[config.mk]
export PLATFORM = sky130hd
export DESIGN_NAME = design1_wrapper
export DESIGN_NICKNAME = d
export VERILOG_FILES = /design/src/rtl/design1_wrapper.sv
export SDC_FILE = /design/constraint.sdc
export NUM_CORES = 1
export LEC_CHECK = 0
export BUFFER_PORTS_ARGS = -buffer_cell sky130_fd_sc_hd__clkbuf_2
export CAP_MARGIN = 20
export CORE_ASPECT_RATIO = 0.8
export CORE_UTILIZATION = 30
export CTS_BUF_LIST = sky130_fd_sc_hd__clkbuf_8
export CTS_CLUSTER_SIZE = 14
export DETAILED_ROUTE_END_ITERATION = 10
export PLACE_DENSITY = 0.56
export SLEW_MARGIN = 0
export SYNTH_ARGS = -nofsm -noshare
export SYNTH_HDL_FRONTEND = slang
export SYNTH_SLANG_ARGS = --single-unit
[constraint.sdc]
create_clock -name clk1 -period 3.2 [get_ports clk1]
set_input_delay 0.64 -clock clk1 [delete_from_list [all_inputs] [get_ports clk1]]
set_output_delay 0.64 -clock clk1 [all_outputs]
set_load 0.005 [all_outputs]
[src/rtl/design1_wrapper.sv]
// Publish/consume burst test core: on a fire edge a producer pushes N_WORDS sequential
// words into a small FIFO while a throttled consumer drains it, checks the sequence and sums it.

module design1_fifo #(
   parameter int DATA_W = 16,
   parameter int DEPTH  = 4
) (
   input  logic              clk1,
   input  logic              reset,
   input  logic              clr,
   input  logic              push,
   input  logic [DATA_W-1:0] din,
   input  logic              pop,
   output logic [DATA_W-1:0] dout,
   output logic              full,
   output logic              empty
);
   localparam int AW = $clog2(DEPTH);

   logic [DATA_W-1:0] mem [DEPTH];
   logic [AW-1:0]     wr_ptr, rd_ptr;
   logic [AW:0]       cnt;

   // Storage is not reset; occupancy tracking alone defines what is valid.
   always_ff @(posedge clk1) begin
      if (push) mem[wr_ptr] <= din;
   end

   always_ff @(posedge clk1) begin
      if (reset || clr) begin
         wr_ptr <= '0;
         rd_ptr <= '0;
         cnt    <= '0;
      end else begin
         if (push) wr_ptr <= wr_ptr + 1'b1;
         if (pop)  rd_ptr <= rd_ptr + 1'b1;
         cnt <= cnt + {{AW{1'b0}}, push} - {{AW{1'b0}}, pop};
      end
   end

   assign dout  = mem[rd_ptr];
   assign full  = (cnt == (AW+1)'(DEPTH));
   assign empty = (cnt == '0);
endmodule

module design1_wrapper #(
   parameter int              DATA_W  = 16,
   parameter int              N_WORDS = 16,
   parameter logic [DATA_W-1:0] SEED  = 16'h0100,
   parameter int              DEPTH   = 4,
   parameter int              STALL   = 0
) (
   input  logic              clk1,
   input  logic              reset,
   input  logic              fire,
   output logic              busy,
   output logic              done,
   output logic              pass,
   output logic [7:0]        word_count,
   output logic [DATA_W-1:0] checksum
);
   localparam int SW = (STALL > 0) ? $clog2(STALL + 1) : 1;

   typedef enum logic [1:0] {IDLE, RUN, DONE} state_t;

   state_t            state, state_nxt;
   logic              fire_q, start, launch;
   logic [7:0]        prod_cnt;
   logic [DATA_W-1:0] prod_sum, prod_word;
   logic [SW-1:0]     stall_cnt;
   logic              seq_err;
   logic              push, pop, full, empty;
   logic [DATA_W-1:0] fifo_dout;

   assign start  = fire & ~fire_q;
   assign launch = start && (state != RUN);

   always_ff @(posedge clk1) begin
      if (reset) begin
         state  <= IDLE;
         fire_q <= 1'b0;
      end else begin
         state  <= state_nxt;
         fire_q <= fire;
      end
   end

   always_comb begin
      state_nxt = state;
      busy      = 1'b0;
      done      = 1'b0;
      case (state)
         IDLE: if (start) state_nxt = RUN;
         RUN: begin
            busy = 1'b1;
            if (word_count == 8'(N_WORDS)) state_nxt = DONE;
         end
         DONE: begin
            done = 1'b1;
            if (start) state_nxt = RUN;
         end
         default: state_nxt = IDLE;
      endcase
   end

   // A simultaneous pop frees a slot, so a full FIFO can still take a word that cycle.
   assign prod_word = SEED + DATA_W'(prod_cnt);
   assign push      = (state == RUN) && (prod_cnt < 8'(N_WORDS)) && (!full || pop);
   assign pop       = (state == RUN) && !empty && (stall_cnt == '0);

   design1_fifo #(.DATA_W(DATA_W), .DEPTH(DEPTH)) u_fifo (
      .clk1  (clk1),
      .reset (reset),
      .clr   (launch),
      .push  (push),
      .din   (prod_word),
      .pop   (pop),
      .dout  (fifo_dout),
      .full  (full),
      .empty (empty)
   );

   always_ff @(posedge clk1) begin
      if (reset || launch) begin
         prod_cnt <= '0;
         prod_sum <= '0;
      end else if (push) begin
         prod_cnt <= prod_cnt + 8'd1;
         prod_sum <= prod_sum + prod_word;
      end
   end

   always_ff @(posedge clk1) begin
      if (reset || launch) begin
         word_count <= '0;
         checksum   <= '0;
         stall_cnt  <= '0;
         seq_err    <= 1'b0;
      end else if (pop) begin
         word_count <= word_count + 8'd1;
         checksum   <= checksum + fifo_dout;
         stall_cnt  <= SW'(STALL);
         if (fifo_dout != SEED + DATA_W'(word_count)) seq_err <= 1'b1;
      end else if (stall_cnt != '0) begin
         stall_cnt <= stall_cnt - 1'b1;
      end
   end

   assign pass = done && (checksum == prod_sum) && (word_count == 8'(N_WORDS)) && !seq_err;
endmodule

==> results of run 1 <==
[routing by layer]
layer,vias to the layer above,global-route usage,part of all wire
li1,1733,-,-
met1,1682,0.2020,0.49
met2,61,0.2218,0.44
met3,12,0.03790,0.059
met4,0,0.03546,0.0091
met5,-,0,0
[power groups by stage]
stage	registers [mW]	clock network [mW]	logic, mW
floorplan	1.29	0	0.146
finish	1.27	0.730	0.194
global route	1.28	0.797	0.217
global placement	1.30	0	0.191
CTS	1.27	0.753	0.195
detailed placement	1.30	0	0.193
[cell type report]
type	count	area [sq um]	area share
multi-input combinational	336	2469	0.4593
sequential	94	2202	0.4097
tap	210	262.8	0.04888
timing repair buffer	39	220.2	0.04097
clock buffer	9	123.9	0.02304
inverter	12	50.05	0.009311
clock inverter	7	47.55	0.008845
[synth_stat cells (all sizes together), types with 9 or more instances]
master  instances
nand2b         10
a21oi          36
inv            10
xnor2          31
nand4          11
nor3           10
xor2           15
clkbuf         12
and2            9
nand3          11
dfxtp          62
nor2           25
edfxtp         32
ha             25
nand2          46
[kinds of logic (layout without fill, tap and decap cells)]
logic type | count (synthesis) | after routing | share of synthesized area
flops | 94 | 94 | 0.4600
compound gates | 89 | 89 | 0.1239
xor+xnor | 46 | 46 | 0.08416
other cells | 1 | 1 | 0.0007834
simple gates | 157 | 157 | 0.1720
fa+ha+maj | 28 | 28 | 0.07789
mux | 15 | 15 | 0.05227
buf+inv | 32 | 67 | 0.02901
[how the worst max path moves through the flow]
| stage | startpoint | to | slack (ps) | cells after the start |
|---|---|---|---|---|
| floorplan | flop | checksum[8] | 340 | 9 |
| global placement | word_count[0] | pass | 380 | 7 |
| detailed placement | word_count[0] | pass | 330 | 7 |
| CTS | word_count[0] | pass | 100 | 7 |
| global route | word_count[1] | pass | 80 | 7 |
| finish | word_count[0] | pass | 240 | 7 |
[cells in the final DEF, fill, tap and decap left out, types with 11 or more instances in the layout]
master	synthesis	final
dfxtp_1	62	62
nand2_1	46	46
a21oi_1	36	35
edfxtp_1	32	32
xnor2_1	31	31
clkbuf_2	0	29
nor2_1	25	25
ha_1	25	25
xor2_1	15	15
inv_1	10	11
nand3_1	11	11
[per-stage QoR]
stage          worst slack (ps)  total power, mW  cell area, sq um
2_1_floorplan             338.5            1.436              4787
3_3_place_gp              382.3            1.490              5185
3_5_place_dp              331.9            1.495              5185
4_1_cts                   95.59            2.222              5363
5_1_grt                   75.71            2.291              5375
6_report                  237.4            2.198              5375
[repair_timing]
action                                  CTS  global route
endpoints found under the setup margin    1             1
hold buffers                              0             0
buffers inserted                          0             0
pin swaps                                 1             0
gates cloned                              0             0
gates resized for setup                   1             2
[critical path, delay by kind of cell, from the launching register on]
kind / cells / cell delay (ps)
flops: 1 / 360
fa+ha+maj: 1 / 150
buf+inv: 2 / 290
simple gates: 4 / 1160
[state kept, by name (all words and copies together), names as in the netlist, named ones only]
register       count
u_fifo.mem        32
checksum          16
prod_sum          16
prod_cnt           8
word_count         8
u_fifo.cnt         3
state              2
u_fifo.rd_ptr      2
u_fifo.wr_ptr      2
fire_q             1
seq_err            1
stall_cnt          1
==> results by group, run 1 <==
Status
  – Result of the run: finished clean

Cells and area
  – Final nets: about 520
  – Share of cells above drive strength 1: 0.1489
  – Ant. Diodes: 0
  – Non-Filler Instances: approximately 710
  – Final core occ: 0.3510
  – Fillers: approximately 1600
  – Area grow syn2layout: 12.28%

Global route
  – First-pass GRT wire length: between 15 and 20 mm
  – Antenna violations before repair: 0
  – Remaining Overflow, GRT: 0
  – GRT Total Usage: 0.1444
  – Pin count of the biggest net entering global routing: 24
  – Vias in the first global route: ~3300

Clocking
  – Clock buffer depth: 2
  – CTS tree: yes
  – CTS clock-pin slew for the worst setup and hold paths: approximately 90 ps
  – Root Driver: clkbuf_8
  – H-Tree Level Count: 3
  – Clk_lat worst skew: ~380 ps
  – # clock sinks: 94
  – CTS Buf Count: 9

Floorplanning
  – Die H: around 110 um
  – Core ar.: 0.01531 sq mm
  – Initial core utilization: 0.3126
  – Die Area: 0.01647 sq mm
  – IO Pins: 30
  – Chip width: 143.2 um
  – Rows: 40

Timing
  – Slew at the pin with the worst max-slew slack: 801.0 ps
  – Fmax: about 0.34 GHz
  – Setup TNS: 0 ps
  – Skew final: approximately 12 ps
  – Min Tclk post-route: just under 3000 ps
  – Max Slew Vio Count: 0
  – Max_slew headroom: 0.4660
  – Setup violators final: 0
  – RSZ-0062 raised after global routing: no
  – Final worst-path cycle share: 0.9258
  – Min Hold Slack: between 400 and 500 ps
  – Final Hold Violating Endpoints: 0

Placement
  – Number of port buffers: 29
  – Routability Congestion: around 0.84
  – Hpwl dp: about 8.3 mm
  – Inst Count DP: about 690

Worst hold path
  – Sink of the worst hold path: prod_sum[15]
  – Worst Hold Depth: 2
  – Type of the worst min-delay path: flop to flop
  – Hold wc startpoint: prod_sum[15]

Synthesis
  – Mapped Cells: about 460
  – Top cell type's share of synthesized area: 0.2593
  – Post-synth EDFFs: 32
  – Distinct cell type count after synthesis: between 50 and 60
  – Top_reg_cell synth: dfxtp_1
  – Mapped Nets: between 400 and 500
  – Post-Syn Area: 0.004787 sq mm
  – Flops & latches, synth: 94
  – FFs w/ async S/R, synth: 0
  – Sequential-to-total area share from yosys stat: 0.4600
  – Mean Syn Cell Area: around 10 sq um
  – Ys Warns: 0
  – Post-synth top area cell: dfxtp_1
  – Top cells by area, synth: dfxtp_1 26%, edfxtp_1 20%, ha_1 6.5%, xnor2_1 5.7%, a21oi_1 3.8%

Pwr
  – Sequential power share: 0.579
  – Clk network pwr share: 0.332
  – PD cells: roughly 400 mW/mm^2
  – Switching share of power: 0.2698
  – Cell Int Power: approximately 1.6 mW
  – Worst vdd ir: 0.1803 mV
  – Combinational Power Share: 0.088
  – Psw: 593.2 uW
  – Pleak: 2.055 nW

Critical path
  – FF-to-FF path depth: 8
  – WS Path Type: flop to output pin
  – R2r endpoint: checksum[8]
  – CP arrival: about 2300 ps
  – Crit path launch type: flop
  – Cell Chain, Critical Path: inv_1, ha_1, nor4bb_1, nand2_1, or4_4, nor4_4, clkbuf_2
  – Worst R2R Setup Slack: 310 ps
  – Crit. End Element: output pin
  – Critical path required time: ~2600 ps
  – Worst Path Max Fanout: 5
  – Max incr delay on CP: approximately 570 ps
  – Slowest stage cell, crit path: or4_4

Routing
  – Vias post-DR: between 3000 and 4000
  – Drc violations: 0
  – Detailed Routing Iterations Pass 1: 5
  – Initial DRC Count: 310
  – Wirelength per Cell: between 15 and 20 um
  – Total Wirelength: roughly 11 mm
  – Vias per inst: 4.934
  – Detail Route Antenna Nets: 0

Flow run
  – Max-capacitance violation count: 0
Power figures use the tool's default switching activity.
==> run 2: changes to the inputs <==
--- a/config.mk
+++ b/config.mk
@@ -9,7 +9,6 @@
 export CAP_MARGIN = 20
 export CORE_ASPECT_RATIO = 0.8
 export CORE_UTILIZATION = 30
-export CTS_BUF_LIST = sky130_fd_sc_hd__clkbuf_8
 export CTS_CLUSTER_SIZE = 14
 export DETAILED_ROUTE_END_ITERATION = 10
 export PLACE_DENSITY = 0.56
==> run 2 against run 1 <==
Die area unchanged. Register-to-register slack about the same. Clock-buffer cell count up 1. Highest routed layer unchanged. Non-clock buffer count up 1. Hold slack worse by 11 ps. Critical path type unchanged. Setup slack worse by 82 ps.
==> results by group, run 2 (synthesized netlist as in run 1, its figures left out) <==
Status
  – Result of the run: finished clean (unchanged)

Pwr
  – PD cells: 450.6 mW/mm^2 (was 409.0 mW/mm^2)
  – Pleak: 2.100 nW (was 2.055 nW)
  – Worst vdd ir: 0.1872 mV (was 0.1803 mV)

Critical path
  – Critical path required time: 2560 ps (about the same)
  – Crit path launch type: flop (unchanged)
  – Slowest stage cell, crit path: or4_4 (unchanged)
  – Worst Path Max Fanout: 5 (unchanged)
  – CP arrival: 2400 ps (was 2320 ps)
  – Crit. End Element: output pin (unchanged)
  – WS Path Type: flop to output pin (unchanged)
  – Max incr delay on CP: 560 ps (was 570 ps)
  – Cell Chain, Critical Path: inv_1, ha_1, nor4bb_1, nand2_1, or4_4, nor4_4, clkbuf_2 (unchanged)

Clocking
  – Root Driver: clkbuf_16 (was clkbuf_8)
  – Clock buffer depth: 2 (unchanged)
  – CTS Buf Count: 9 (unchanged)
  – # clock sinks: 94 (unchanged)
  – CTS tree: yes (unchanged)
  – Clk_lat worst skew: 340 ps (was 380 ps)
  – CTS clock-pin slew for the worst setup and hold paths: 60 ps (was 90 ps)
  – Cts hold-fix bufs: 0 (unchanged)
  – H-Tree Level Count: 3 (unchanged)

Routing
  – Wirelength per Cell: 15.75 um (was 15.87 um)
  – Vias post-DR: 3498 (was 3488)
  – Detailed Routing Iterations Pass 1: 4 (was 5)
  – Detail Route Antenna Nets: 0 (unchanged)
  – Initial DRC Count: 320 (was 310)
  – Total Wirelength: 11.15 mm (was 11.22 mm)
  – Vias per inst: 4.941 (was 4.934)
  – Drc violations: 0 (unchanged)

Timing
  – RSZ-0062 raised after global routing: no (unchanged)
  – Min Tclk post-route: 3045 ps (was 2963 ps)
  – Slew at the pin with the worst max-slew slack: 772.3 ps (was 801.0 ps)
  – Skew final: 6.915 ps (was 12.45 ps)
  – Max Slew Vio Count: 0 (unchanged)
  – Setup TNS: 0 ps (unchanged)
  – Max_slew headroom: 0.4851 (was 0.4660)
  – Fmax: 0.3284 GHz (was 0.3375 GHz)
  – Setup violators final: 0 (unchanged)
  – Final Hold Violating Endpoints: 0 (unchanged)
  – Final worst-path cycle share: 0.9515 (was 0.9258)
  – Worst Slack Setup Final: 155.1 ps (was 237.4 ps)

Cells and area
  – Final nets: 524 (was 523)
  – Most flops, register: u_fifo.mem (unchanged)
  – Largest register FFs: 32 (unchanged)
  – Commonest non-fill, non-tap cell in the layout: dfxtp_1 (unchanged)
  – Area grow syn2layout: 14.56% (was 12.28%)
  – Non-Filler Instances: 708 (was 707)
  – Share of cells above drive strength 1: 0.1506 (was 0.1489)
  – Ant. Diodes: 0 (unchanged)
  – Top Registers: u_fifo.mem x32, checksum x16, prod_sum x16 (unchanged)
  – Most frequent cells in the layout: 62 x dfxtp_1, 46 x nand2_1, 35 x a21oi_1 (unchanged)

Floorplanning
  – Core ar.: 0.01531 sq mm (unchanged)
  – IO Pins: 30 (unchanged)
  – Die Area: 0.01647 sq mm (unchanged)
  – Chip width: 143.2 um (unchanged)
  – Initial core utilization: 0.3126 (unchanged)
  – Die H: 115.0 um (unchanged)
  – Rows: 40 (unchanged)

Global route
  – Antenna violations before repair: 0 (unchanged)
  – Remaining Overflow, GRT: 0 (unchanged)
  – First-pass GRT wire length: 17.88 mm (about the same)
  – Vias in the first global route: 3297 (was 3299)
  – GRT Total Usage: 0.1441 (was 0.1444)
  – Pin count of the biggest net entering global routing: 24 (unchanged)

Placement
  – Number of port buffers: 29 (unchanged)
  – Inst Count DP: 691 (unchanged)
  – Hpwl dp: 8.261 mm (unchanged)
  – Setup slack at placement: 331.9 ps (unchanged)
  – Routability Congestion: 0.8352 (unchanged)

Worst hold path
  – Type of the worst min-delay path: flop to flop (unchanged)

Flow run
  – Max-capacitance violation count: 0 (unchanged)
[run 2: changes by cell type in the layout (fill, tap and decap cells not counted)]
cell       delta
clkbuf_8      -9
clkbuf_16     +9
clkbuf_1      +1
inv_1         -1
buf_4         +1
[run 2: metrics by stage]
stage / area, sq um / util / hold slack (ps) / total power, mW
floorplan: 4787 / - / 432.5 / 1.436
global placement: 5185 / 0.3386 / 455.6 / 1.490
detailed placement: 5185 / 0.3386 / 455.6 / 1.495
CTS: 5464 / 0.3568 / 471.5 / 2.498
global route: 5484 / 0.3581 / 520.1 / 2.566
finish: 5484 / 0.3581 / 472.3 / 2.471
[run 2: where the power goes]
part	total (mW)	internal (mW)	switching, mW
registers	1.27	1.25	0.0221
clock network	1.00	0.532	0.471
logic	0.193	0.0695	0.124
[run 2: final cells by class]
type / instances / area [sq um]
fillers: 1561 / 9831
clock inverters: 6 / 43.79
inverters: 12 / 50.05
well taps: 210 / 262.8
clock buffers: 10 / 229.0
repair buffers: 40 / 227.7
flip-flops and latches: 94 / 2202
multi-input cells: 336 / 2469
[run 2: path summary, 6_finish.rpt]
kind                               startpoint           to  slack [ps]  cells past startpoint
worst min-delay path                  seq_err      seq_err         470                      1
worst min register to register        seq_err      seq_err         470                      1
worst max-delay path            word_count[0]         pass         160                      7
worst max register to register           flop  checksum[8]         320                      8
[run 2: metal layers]
metal,global-route usage,vias up,part of all wire
met5,0,-,0
met4,0.03546,0,0.0071
met3,0.03707,10,0.056
met2,0.2211,63,0.44
met1,0.2019,1693,0.49
li1,-,1732,-
[run 2: timing repair]
| action | in CTS | in global routing |
|---|---|---|
| endpoints found under the setup margin | 1 | 1 |
| pin swaps | 0 | 1 |
| buffers inserted | 0 | 1 |
| resized for setup | 1 | 2 |
| hold endpoints to repair | 0 | 0 |
[run 2: worst max-delay path: cells and delay by family (launching register included)]
kind                       cells  cell delay [ps]
and+or+nand+nor                4             1270
DFF                            1              350
buffers and inverters          2              290
adders and majority gates      1              150
